**config.mk**
```make
export PLATFORM = sky130hd
export DESIGN_NAME = packet_framer
export DESIGN_NICKNAME = d
export VERILOG_FILES = /design/src/rtl/packet_framer.sv
export SDC_FILE = /design/constraint.sdc
export NUM_CORES = 1
export LEC_CHECK = 0
export BUFFER_PORTS_ARGS = -buffer_cell sky130_fd_sc_hd__buf_2
export CORE_MARGIN = 8
export CORE_UTILIZATION = 45
export CTS_CLUSTER_SIZE = 12
export DETAILED_ROUTE_END_ITERATION = 12
export GPL_ROUTABILITY_DRIVEN = 0
export PLACE_DENSITY = 0.73
export SLEW_MARGIN = 20
export SYNTH_ARGS = -nofsm -noshare
export SYNTH_HDL_FRONTEND = slang
export SYNTH_SLANG_ARGS = --single-unit
```
**constraint.sdc**
```tcl
create_clock -name i_clock -period 1.95 [get_ports i_clock]
set_input_delay 0.195 -clock i_clock [delete_from_list [all_inputs] [get_ports i_clock]]
set_output_delay 0.195 -clock i_clock [all_outputs]
set_load 0.05 [all_outputs]
```
**src/rtl/packet_framer.sv**
```systemverilog
// -----------------------------------------------------------------------------
// packet_framer
//   Turns a length-prefixed raw word stream into Avalon-ST packets. The stream
//   is one header word (payload length in bits [LEN_WIDTH-1:0]) followed by
//   that many payload words. Each payload word goes out through a registered
//   source port, with start/end-of-packet flags. A packet whose length is zero
//   or larger than MAX_WORDS is consumed and thrown away. The bad header is
//   counted in a saturating 16-bit drop counter.
//
// Ports
//   i_clock              clock, all logic on the rising edge
//   i_reset_n            asynchronous active-low reset
//   i_in_data            raw stream word (header or payload)
//   i_in_valid           i_in_data valid
//   o_in_ready           word accepted when i_in_valid && o_in_ready
//   o_src_data           registered Avalon-ST source data
//   o_src_valid          o_src_data valid
//   i_src_ready          downstream accepts when o_src_valid && i_src_ready
//   o_src_startofpacket  first payload word of a packet
//   o_src_endofpacket    last payload word of a packet
//   o_busy               high while a packet is in progress or output pending
//   o_drop_count         discarded packets, saturating at 16'hFFFF
// -----------------------------------------------------------------------------
module packet_framer #(
    parameter int DATA_WIDTH = 32,
    parameter int LEN_WIDTH  = 12,
    parameter int MAX_WORDS  = 2048
) (
    input  logic                  i_clock,
    input  logic                  i_reset_n,
    input  logic [DATA_WIDTH-1:0] i_in_data,
    input  logic                  i_in_valid,
    output logic                  o_in_ready,
    output logic [DATA_WIDTH-1:0] o_src_data,
    output logic                  o_src_valid,
    input  logic                  i_src_ready,
    output logic                  o_src_startofpacket,
    output logic                  o_src_endofpacket,
    output logic                  o_busy,
    output logic [15:0]           o_drop_count
);

    localparam logic [1:0] ST_HEADER  = 2'd0;
    localparam logic [1:0] ST_PAYLOAD = 2'd1;
    localparam logic [1:0] ST_DROP    = 2'd2;

    localparam logic [LEN_WIDTH-1:0] MAX_LEN = LEN_WIDTH'(MAX_WORDS);
    localparam logic [LEN_WIDTH-1:0] LEN_ONE = LEN_WIDTH'(1);

    logic [1:0]            r_state;
    logic [LEN_WIDTH-1:0]  r_remaining;
    logic                  r_first;
    logic [15:0]           r_drop_count;
    logic [DATA_WIDTH-1:0] r_src_data;
    logic                  r_src_valid;
    logic                  r_sop;
    logic                  r_eop;

    logic                  w_in_ready;
    logic                  w_accept;
    logic                  w_load;
    logic                  w_last;
    logic                  w_drop_sat;
    logic [LEN_WIDTH-1:0]  w_len;

    // Payload words may only enter when the output register is free or being
    // drained this cycle; headers and dropped words never stall.
    assign w_in_ready = (r_state == ST_PAYLOAD) ? (!r_src_valid || i_src_ready) : 1'b1;
    assign w_accept   = i_in_valid && w_in_ready;
    assign w_load     = w_accept && (r_state == ST_PAYLOAD);
    assign w_last     = (r_remaining == LEN_ONE);
    assign w_drop_sat = (r_drop_count == 16'hFFFF);
    assign w_len      = i_in_data[LEN_WIDTH-1:0];

    // Framing FSM, remaining-word counter and drop counter
    always_ff @(posedge i_clock or negedge i_reset_n) begin
        if (!i_reset_n) begin
            r_state      <= ST_HEADER;
            r_remaining  <= '0;
            r_first      <= 1'b0;
            r_drop_count <= 16'd0;
        end else if (w_accept) begin
            case (r_state)
                ST_HEADER: begin
                    if (w_len == '0) begin
                        if (!w_drop_sat) begin
                            r_drop_count <= r_drop_count + 16'd1;
                        end
                    end else if (w_len > MAX_LEN) begin
                        if (!w_drop_sat) begin
                            r_drop_count <= r_drop_count + 16'd1;
                        end
                        r_remaining <= w_len;
                        r_state     <= ST_DROP;
                    end else begin
                        r_remaining <= w_len;
                        r_first     <= 1'b1;
                        r_state     <= ST_PAYLOAD;
                    end
                end
                ST_PAYLOAD: begin
                    r_first     <= 1'b0;
                    r_remaining <= r_remaining - LEN_ONE;
                    if (w_last) begin
                        r_state <= ST_HEADER;
                    end
                end
                ST_DROP: begin
                    r_remaining <= r_remaining - LEN_ONE;
                    if (w_last) begin
                        r_state <= ST_HEADER;
                    end
                end
                default: begin
                    r_state <= ST_HEADER;
                end
            endcase
        end
    end

    // Output register: a new load takes priority over draining, which gives
    // full throughput while the sink keeps i_src_ready high.
    always_ff @(posedge i_clock or negedge i_reset_n) begin
        if (!i_reset_n) begin
            r_src_data  <= '0;
            r_src_valid <= 1'b0;
            r_sop       <= 1'b0;
            r_eop       <= 1'b0;
        end else if (w_load) begin
            r_src_data  <= i_in_data;
            r_src_valid <= 1'b1;
            r_sop       <= r_first;
            r_eop       <= w_last;
        end else if (r_src_valid && i_src_ready) begin
            r_src_valid <= 1'b0;
            r_sop       <= 1'b0;
            r_eop       <= 1'b0;
        end
    end

    assign o_in_ready          = w_in_ready;
    assign o_src_data          = r_src_data;
    assign o_src_valid         = r_src_valid;
    assign o_src_startofpacket = r_sop;
    assign o_src_endofpacket   = r_eop;
    assign o_busy              = (r_state != ST_HEADER) || r_src_valid;
    assign o_drop_count        = r_drop_count;

endmodule

```
==> impl_metrics.tcl, run 1 <==
set metrics [dict create \
    insertion_delay_ns 0.34 \
    cap_violations 0 \
    fp.dieW_um 100 \
    path_max_fanout 8 \
    period_minus_slack_ns 1.85 \
    viasPerCell 5.32 \
    yosys_register_bits 66 \
    port_buffers 88 \
    power_density_nw_per_um2 1790 \
    syn_to_final_growth_pct 39.1 \
    worst_setup_path_end_kind "flip-flop" \
    antenna_found_initial 0 \
    wl_per_cell_um 16.4 \
    clock.fmax_mhz 540 \
    h-tree-depth 3 \
    clock-sinks 66 \
    tns_ns 0 \
    drtIter0Drc 129 \
    power_leakage_nw 2.17 \
    initial_core_util_pct 46.7 \
    core_um2 6830 \
    grtUsageTotal_pct 16.9 \
    cts_buffers 9 \
    ios 89 \
    cp.arrival_ns 2.10 \
    finClkSkew_ns 0.00902 \
    synth_edf_count 0 \
    fill_cells 574 \
    dp_hpwl_mm 6.10 \
    busiest_layer "met2" \
    synth_cell_type_count 51 \
    cts-root-buf "clkbuf_8" \
    vias 2710 \
    worstPathRequired_ns 2.20 \
    tritoncts "yes" \
    synth_seq_area_share_pct 51.7 \
    outcome "completed" \
    hold_viol 0 \
    grt_max_degree 40 \
    met2_usage_pct 28.6 \
    synth_top_flop_cell "dfrtp_1" \
    grt_pass1_wl_mm 13.6 \
    ant_nets 0 \
    drt-total-wl_mm 8.32 \
    route.detailed.drc 0 \
    fin_nets 449 \
    antennaDiodeCount 0 \
    ys.warnings.count 0 \
    finalCritPeriodShare_pct 95.0 \
    dieArea_um2 10000 \
    cp-start-kind "primary input" \
    grt-ovfl-total 0 \
    setup.worst_path.class "in -> reg" \
    avgSynthCellArea_um2 11.3 \
    setup_viol 0 \
    holdWs_ns 0.0415 \
    drt_pass1_iterations 4 \
    min_path_type "in -> reg" \
    maxSlewHeadroom_pct 70.3 \
    clockBufferDepth 2 \
    syn-num-nets 323 \
    vdd_drop_max_uv 953 \
    worst-slew-pin-transition_ns 0.441 \
    path_clk_slew_ns 0.07 \
    grt_pass1_vias 2877 \
    use_met1_pct 19.5 \
    drive_gt1_share_pct 49.2 \
    slew_violations 0 \
    async_reset_ff_share_pct 100 \
    use_met3_pct 5.26 \
    fp.dieH_um 100 \
    synthesis.area_um2 3190 \
    fp-row-count 30 \
    netlist_instances 282 \
]
cell type report:
cell class              instances  area, um^2  area share [%]
clock buffers                  10         138            3.10
clock inverters                 6        90.1            2.03
inverters                       8        30.0           0.676
multi-input cells             200        1680            37.8
flip-flops and latches         66        1660            37.3
well taps                      96         120            2.70
repair buffers                123         731            16.4
stage by stage:
step | power (mW) | util (%) | cell area (um^2) | std cells | setup slack, ns
finish | 7.96 | 65.0 | 4440 | 509 | 0.0978
CTS | 7.95 | 64.4 | 4400 | 506 | 0.0617
global route | 8.40 | 65.0 | 4440 | 509 | -0.000644
global placement | 6.53 | 60.9 | 4160 | 489 | -0.207
detailed placement | 6.62 | 60.9 | 4160 | 489 | -0.247
floorplan | 5.59 | - | 3430 | 282 | -0.291
what timing repair did:
item,CTS,global route
resized for setup,1,4
hold endpoints to repair,12,0
hold buffers,1,0
setup endpoints to repair,28,13
cloned,0,1
buffers inserted,0,2
pin swaps,0,2
cells in the final DEF (no fill, tap or decap), types with 5 or more instances in the layout:
master    Yosys  layout
mux2_4        0      24
nand3_1      10       8
or2_2         5       5
a21oi_1      11      10
nand4_1       5       5
nor2_1        9       7
o22ai_1       6       5
xor2_1       12      12
inv_1         8       7
nor3_1       12      12
o21ai_1       9      12
dfrtp_1      66      63
mux2_2       31       7
and4_1        5       5
clkbuf_8      0      10
buf_2         3      88
buf_4         0      32
nand2_1      20      19
flip-flops by register name (all words and copies together), names as in the netlist:
| name | flops |
|---|---|
| o_drop_count | 16 |
| o_src_valid | 1 |
| o_src_startofpacket | 1 |
| r_remaining | 12 |
| o_src_endofpacket | 1 |
| o_src_data | 32 |
| r_state | 2 |
| r_first | 1 |
report_power, final:
group / total, mW / switching [mW] / internal (mW) / leakage, nW
Clock: 1.30 / 0.544 / 0.757 / 0.112
Combinational: 4.27 / 2.75 / 1.52 / 1.24
Sequential: 2.39 / 0.451 / 1.94 / 0.809
Total: 7.96 / 3.74 / 4.22 / 2.17
path summary, 6_finish.rpt:
| path | cells past startpoint | slack (ns) | endpoint | startpoint |
|---|---|---|---|---|
| setup / recovery | 6 | 0.1 | r_remaining[9] | i_in_data[10] |
| hold / removal | 2 | 0.04 | o_src_valid | i_src_ready |
| setup reg to reg | 5 | 0.13 | o_src_data[21] | r_state[0] |
| hold reg to reg | 1 | 0.49 | o_drop_count[8] | o_drop_count[8] |
| max in group asynchronous | 3 | 1.09 | o_drop_count[0] | i_reset_n |
| min in group asynchronous | 2 | 0.30 | r_first | i_reset_n |
cell families (layout without fill, tap and decap cells):
group / after synthesis / in the layout / share of synthesized area, %
DFF: 66 / 66 / 51.7
adders and majority gates: 5 / 5 / 1.96
muxes: 35 / 35 / 12.3
buffers and inverters: 17 / 147 / 2.12
AOI/OAI and AO/OA: 49 / 49 / 10.0
and+or+nand+nor: 98 / 99 / 18.5
xor gates and xnor gates: 12 / 12 / 3.29
per-layer routing:
metal | wire length [um] | vias to the layer above | part of all wire, %
met5 | 0 | - | 0
met4 | 104 | 0 | 1.2
met3 | 578 | 12 | 6.9
met2 | 4090 | 78 | 49
met1 | 3550 | 1327 | 43
li1 | - | 1293 | -
cells in the mapped netlist (6+ instances only):
cell type / n / area, um^2
o22ai_1: 6 / 37.5
nor3_1: 12 / 60.1
nand2_1: 20 / 75.1
o21ai_1: 9 / 45.0
dfrtp_1: 66 / 1650
nor2_1: 9 / 33.8
mux2_2: 31 / 349
o21ai_0: 6 / 30.0
nand3_1: 10 / 50.1
inv_1: 8 / 30.0
a21oi_1: 11 / 55.1
xor2_1: 12 / 105
worst max-delay path, stage by stage:
cell and delay (ns):
buf_2 0.11, or4_4 0.57, or4_1 0.64, o21ai_4 0.28
nor2_1 0.10, nor4_2 0.21
(Power assumes the default switching activity.)
==> run 2: changes to the inputs <==
--- a/config.mk
+++ b/config.mk
@@ -12,6 +12,7 @@
 export DETAILED_ROUTE_END_ITERATION = 12
 export GPL_ROUTABILITY_DRIVEN = 0
 export PLACE_DENSITY = 0.73
+export RECOVER_POWER = 25
 export SLEW_MARGIN = 20
 export SYNTH_ARGS = -nofsm -noshare
 export SYNTH_HDL_FRONTEND = slang
==> constraint.sdc (replaced) <==
create_clock -name i_clock -period 1.5 [get_ports i_clock]
set_input_delay 0.15 -clock i_clock [delete_from_list [all_inputs] [get_ports i_clock]]
set_output_delay 0.15 -clock i_clock [all_outputs]
set_load 0.05 [all_outputs]
==> run 2 against run 1 <==
  * The flow now finishes with violations (negative setup slack)
  * Sequential share of layout area decreased by 7.2 points
  * Sequential power increased by 28%
  * Count of clock-buffer cells in the layout increased by 1
  * Setup slack got worse by 0.54 ns
  * Power increased by 54%
  * Global-route usage increased by 3.1 points
  * Highest routed layer unchanged
==> impl_metrics.tcl, run 2 (same netlist as run 1, synthesis figures left out) <==
set metrics [dict create \
    path_clk_slew_ns 0.07 \
    layout_commonest_cell "buf_2" \
    worst_slack_ns -0.441 \
    worst-slew-pin-transition_ns 0.687 \
    h-tree-depth 3 \
    ant_nets 0 \
    fp-row-count 30 \
    ios 89 \
    grt_pass1_wl_mm 16.1 \
    dieArea_um2 10000 \
    path_max_fanout 5 \
    postLayoutCellArea_um2 5510 \
    finClkSkew_ns 0.00646 \
    r2r-start "r_state[1]" \
    grt_max_degree 35 \
    top_layer "met4" \
    setup.worst_path.class "reg -> reg" \
    cts_buffers 9 \
    p_total_mw 12.2 \
    worst_setup_path_end_kind "flip-flop" \
    core_um2 6830 \
    fp.dieW_um 100 \
    viasPerCell 5.49 \
    drt-total-wl_mm 10.8 \
    hp-start "i_in_data[21]" \
    wl_met3_um 628 \
    rsz0062_at_grt "yes" \
    r2r_end "o_drop_count[15]" \
    finalCritPeriodShare_pct 129 \
    cp-start-kind "flip-flop" \
    fp.dieH_um 100 \
    largest_register_ffs 32 \
    setup_viol 68 \
    grt_pass1_vias 3324 \
    cts-root-buf "clkbuf_8" \
    route.detailed.drc 0 \
    holdPathStages 2 \
    initial_core_util_pct 46.7 \
    port_buffers 88 \
    slew_violations 0 \
    violations "negative setup slack" \
    r2r.worst_path.cells 7 \
    syn_to_final_growth_pct 72.7 \
    dp.cells 533 \
    grt-ovfl-total 0 \
    r2r_setup_slack_ns -0.44 \
    grtUsageTotal_pct 20.0 \
    dp_slack_ns -0.630 \
    power_density_nw_per_um2 2220 \
    antenna_found_initial 0 \
    whs_endpoint "o_src_data[21]" \
    maxSlewHeadroom_pct 54.2 \
    met2WireLength_mm 5.56 \
    insertion_delay_ns 0.34 \
    vias 3165 \
    clock.fmax_mhz 515 \
    drt_pass1_iterations 4 \
    drtIter0Drc 107 \
    dpl_cell_area_um2 4540 \
    clockBufferDepth 2 \
    wl_per_cell_um 18.7 \
    clock-sinks 66 \
    worstPathRequired_ns 1.72 \
    final_cells 576 \
    cp.arrival_ns 2.16 \
    period_minus_slack_ns 1.94 \
    tritoncts "yes" \
    antennaDiodeCount 0 \
    cap_violations 0 \
    min_path_type "in -> reg" \
    fin_nets 518 \
    outcome "finished with violations" \
    power_leakage_nw 2.69 \
    vdd_drop_max_uv 1480 \
    drive_gt1_share_pct 66.0 \
    final_cell_mix "83 x buf_2, 69 x buf_4, 63 x dfrtp_1, 34 x mux2_4, 29 x buf_6" \
    drt-met1-wl_mm 4.33 \
    dp_hpwl_mm 6.48 \
    final_core_util_pct 80.7 \
    hold_viol 0 \
]
==> run 2: changes by cell type in the layout (fill, tap and decap cells not counted), sizes merged <==
cell      delta
buf         +66
clkbuf       +4
clkinv       -2
clkinvlp     -1
nand2        -1
o21bai       +1
==> run 2: timing repair <==
item | CTS | global route
endpoints found under the setup margin | 68 | 68
hold buffers | 1 | 0
setup buffers | 19 | 14
resized for setup | 69 | 49
gates cloned | 3 | 1
pin swaps | 42 | 31
endpoints found under the hold margin | 20 | 0
==> run 2: worst max path at each step <==
| stage | from | end | slack [ns] |
|---|---|---|---|
| floorplan | r_state[1] | o_src_data[0] | -0.74 |
| global route | r_state[1] | o_drop_count[11] | -0.50 |
| detailed placement | i_in_data[10] | r_remaining[9] | -0.63 |
| global placement | i_in_data[10] | r_remaining[9] | -0.60 |
| CTS | r_state[0] | o_drop_count[15] | -0.34 |
| finish | r_state[1] | o_drop_count[15] | -0.44 |
==> run 2: area by class of cell <==
class                           instances  area (um^2)
Multi-Input combinational cell        200         2060
Sequential cell                        66         1660
Timing Repair Buffer                  192         1440
Fill cell                             406         1320
Clock buffer                           11          141
Tap cell                               96          120
Clock inverter                          3         65.1
Inverter                                8         30.0
==> run 2: critical path, cell delays in order (launching register included) <==
cell      delay (ns)
dfrtp_1         0.38
inv_2           0.09
ha_4            0.17
nand3b_1        0.20
buf_4           0.16
nand4_1         0.17
nor4_1          0.30
mux2_1          0.36
==> run 2: power breakdown <==
| group | leakage [nW] | internal (mW) | switching, mW | total [mW] |
|---|---|---|---|---|
| sequential | 0.809 | 2.53 | 0.546 | 3.07 |
| combinational | 1.78 | 3.20 | 4.36 | 7.56 |
| clock | 0.105 | 0.961 | 0.641 | 1.60 |
| total | 2.69 | 6.69 | 5.55 | 12.2 |
==> run 2: layer usage <==
layer | up-vias | global-route usage, %
li1 | 1440 | -
met1 | 1576 | 22.9
met5 | - | 0
met3 | 30 | 5.33
met4 | 0 | 6.28
met2 | 119 | 35.3
==> run 2: per-stage QoR <==
stage	setup TNS (ns)	hold WS, ns
4_1_cts	-16.12	0.00815
5_1_grt	-26.96	0.0342
6_report	-20.21	0.0364
2_1_floorplan	-39.63	-0.146
3_3_place_gp	-24.33	0.0535
3_5_place_dp	-25.26	0.0533
==> run 3: changes to the inputs <==
--- a/config.mk
+++ b/config.mk
@@ -11,7 +11,7 @@
 export CTS_CLUSTER_SIZE = 12
 export DETAILED_ROUTE_END_ITERATION = 12
 export GPL_ROUTABILITY_DRIVEN = 0
-export PLACE_DENSITY = 0.73
+export PLACE_DENSITY_LB_ADDON = 0.08
 export RECOVER_POWER = 25
 export SLEW_MARGIN = 20
 export SYNTH_ARGS = -nofsm -noshare
==> run 3 against run 2 <==
  * The run still ends with negative setup slack left
  * Setup slack improved by 0.083 ns
  * Sequential power down 2%
  * Critical path depth stayed put
  * Routed wire length is 11% lower
  * Power down 1.2%
  * Critical path type unchanged
  * Largest cell class unchanged
  * Highest routed layer unchanged
==> impl_metrics.tcl, run 3 (same netlist as run 1, synthesis figures left out) <==
set metrics [dict create \
    viasPerCell 5.23 \
    layout_commonest_cell "buf_2" \
    clock.fmax_mhz 538 \
    grtUsageTotal_pct 19.1 \
    power_leakage_nw 2.65 \
    worstPathCellList "ha_4 -> nand3b_1 -> buf_4 -> nand2_2 -> o21bai_4 -> nor2_4 -> mux2_1" \
    core_um2 6830 \
    final_cells 576 \
    r2r.worst_path.cells 7 \
    dpl_cell_area_um2 4620 \
    dp_hpwl_mm 6.61 \
    multi_input_area_um2 2030 \
    slew_violations 0 \
    drtIter0Drc 113 \
    postLayoutCellArea_um2 5430 \
    max_stage_delay_ns 0.42 \
    fill_cells 442 \
    p_total_mw 12.1 \
    holdPathStages 2 \
    grt_pass1_vias 3164 \
    min_path_type "in -> reg" \
    drt_pass1_iterations 4 \
    setup.worst_path.class "reg -> reg" \
    grt_max_degree 34 \
    worst_slack_ns -0.358 \
    antenna_found_initial 0 \
    path_max_fanout 5 \
    vias 3015 \
    ant_nets 0 \
    drt-total-wl_mm 9.56 \
    dp.cells 543 \
    cp.arrival_ns 2.09 \
    drive_gt1_share_pct 66.3 \
    clock-sinks 66 \
    outcome "finished with violations" \
    grt_pass1_wl_mm 15.3 \
    r2r_setup_slack_ns -0.36 \
    dp_slack_ns -0.661 \
    finalCritPeriodShare_pct 124 \
    syn_to_final_growth_pct 69.9 \
    finClkSkew_ns 0.0117 \
    holdWs_ns 0.0278 \
    fp.dieH_um 100 \
    setup_viol 68 \
    cts_buffers 9 \
    tns_ns -18.24 \
    h-tree-depth 3 \
    cp_slowest_cell "dfrtp_1" \
    antennaDiodeCount 0 \
    worstPathRequired_ns 1.73 \
    cts-root-buf "clkbuf_8" \
    cp.buffers_inverters 1 \
    drt-met1-wl_mm 4.14 \
    hp-start "i_in_data[17]" \
    port_buffers 88 \
    period_minus_slack_ns 1.86 \
    clockBufferDepth 2 \
    insertion_delay_ns 0.35 \
    cap_violations 0 \
    tritoncts "yes" \
    vdd_drop_max_uv 1570 \
    fp.dieW_um 100 \
    seqCellArea_um2 1660 \
    maxSlewHeadroom_pct 44.0 \
    hold_viol 0 \
    violations "negative setup slack" \
    fin_nets 516 \
    final_cell_mix "84 x buf_2, 76 x buf_4, 63 x dfrtp_1, 32 x mux2_4, 17 x buf_6" \
    r2r-start "r_state[0]" \
    wl_per_cell_um 16.6 \
    top_layer "met4" \
    dieArea_um2 10000 \
    final_core_util_pct 79.4 \
    ios 89 \
    whs_endpoint "o_src_data[17]" \
    worst-slew-pin-transition_ns 0.841 \
    cp_top_family "flip-flops" \
    r2r_end "o_drop_count[1]" \
    power_density_nw_per_um2 2230 \
    path_clk_slew_ns 0.07 \
    grt-ovfl-total 0 \
    cp-start-kind "flip-flop" \
    route.detailed.drc 0 \
    largest_register_ffs 32 \
    worst_setup_path_end_kind "flip-flop" \
    rsz0062_at_grt "yes" \
    initial_core_util_pct 46.7 \
    fp-row-count 30 \
    met2WireLength_mm 4.67 \
    wl_met3_um 612 \
]
run 3: metal layers:
metal | global-route usage, % | vias up
li1 | - | 1433
met1 | 23.9 | 1470
met2 | 30.1 | 101
met3 | 6.57 | 11
met4 | 6.28 | 0
met5 | 0 | -
run 3: worst max-delay path by stage:
stage	startpoint	to	slack, ns	depth (start not counted)
after floorplan	r_state[1]	o_src_data[0]	-0.74	8
after global placement	i_in_data[10]	r_remaining[9]	-0.61	6
after detailed placement	i_in_data[10]	r_remaining[9]	-0.66	6
after CTS	r_state[1]	o_src_data[29]	-0.32	8
after global routing	r_state[0]	o_drop_count[11]	-0.44	7
final	r_state[0]	o_drop_count[1]	-0.36	7
run 3: area by class of cell:
class	count	share of cell area, %
clock buffer	12	2.86
clock inverter	4	0.922
inverter	8	0.553
multi-input combinational	200	37.5
sequential	66	30.5
tap	96	2.21
timing repair buffer	190	25.5
run 3: timing repair:
| action | in CTS | in global routing |
|---|---|---|
| hold buffers | 1 | 0 |
| resized for setup | 41 | 65 |
| endpoints found under the setup margin | 68 | 68 |
| endpoints found under the hold margin | 66 | 0 |
| setup buffers | 3 | 14 |
| cloned | 1 | 0 |
| pin swaps | 9 | 31 |
run 3: worst reg2reg max path, stage by stage (launching register included):
cell and delay (ns):
dfrtp_1 0.42, ha_4 0.18, nand3b_1 0.20, buf_4 0.16
nand2_2 0.10, o21bai_4 0.25, nor2_4 0.12, mux2_1 0.32
run 3: power by group:
part           switching [mW]  internal, mW  total [mW]
combinational            4.28          3.25        7.53
clock                   0.700         0.856        1.56
sequential              0.480          2.53        3.01
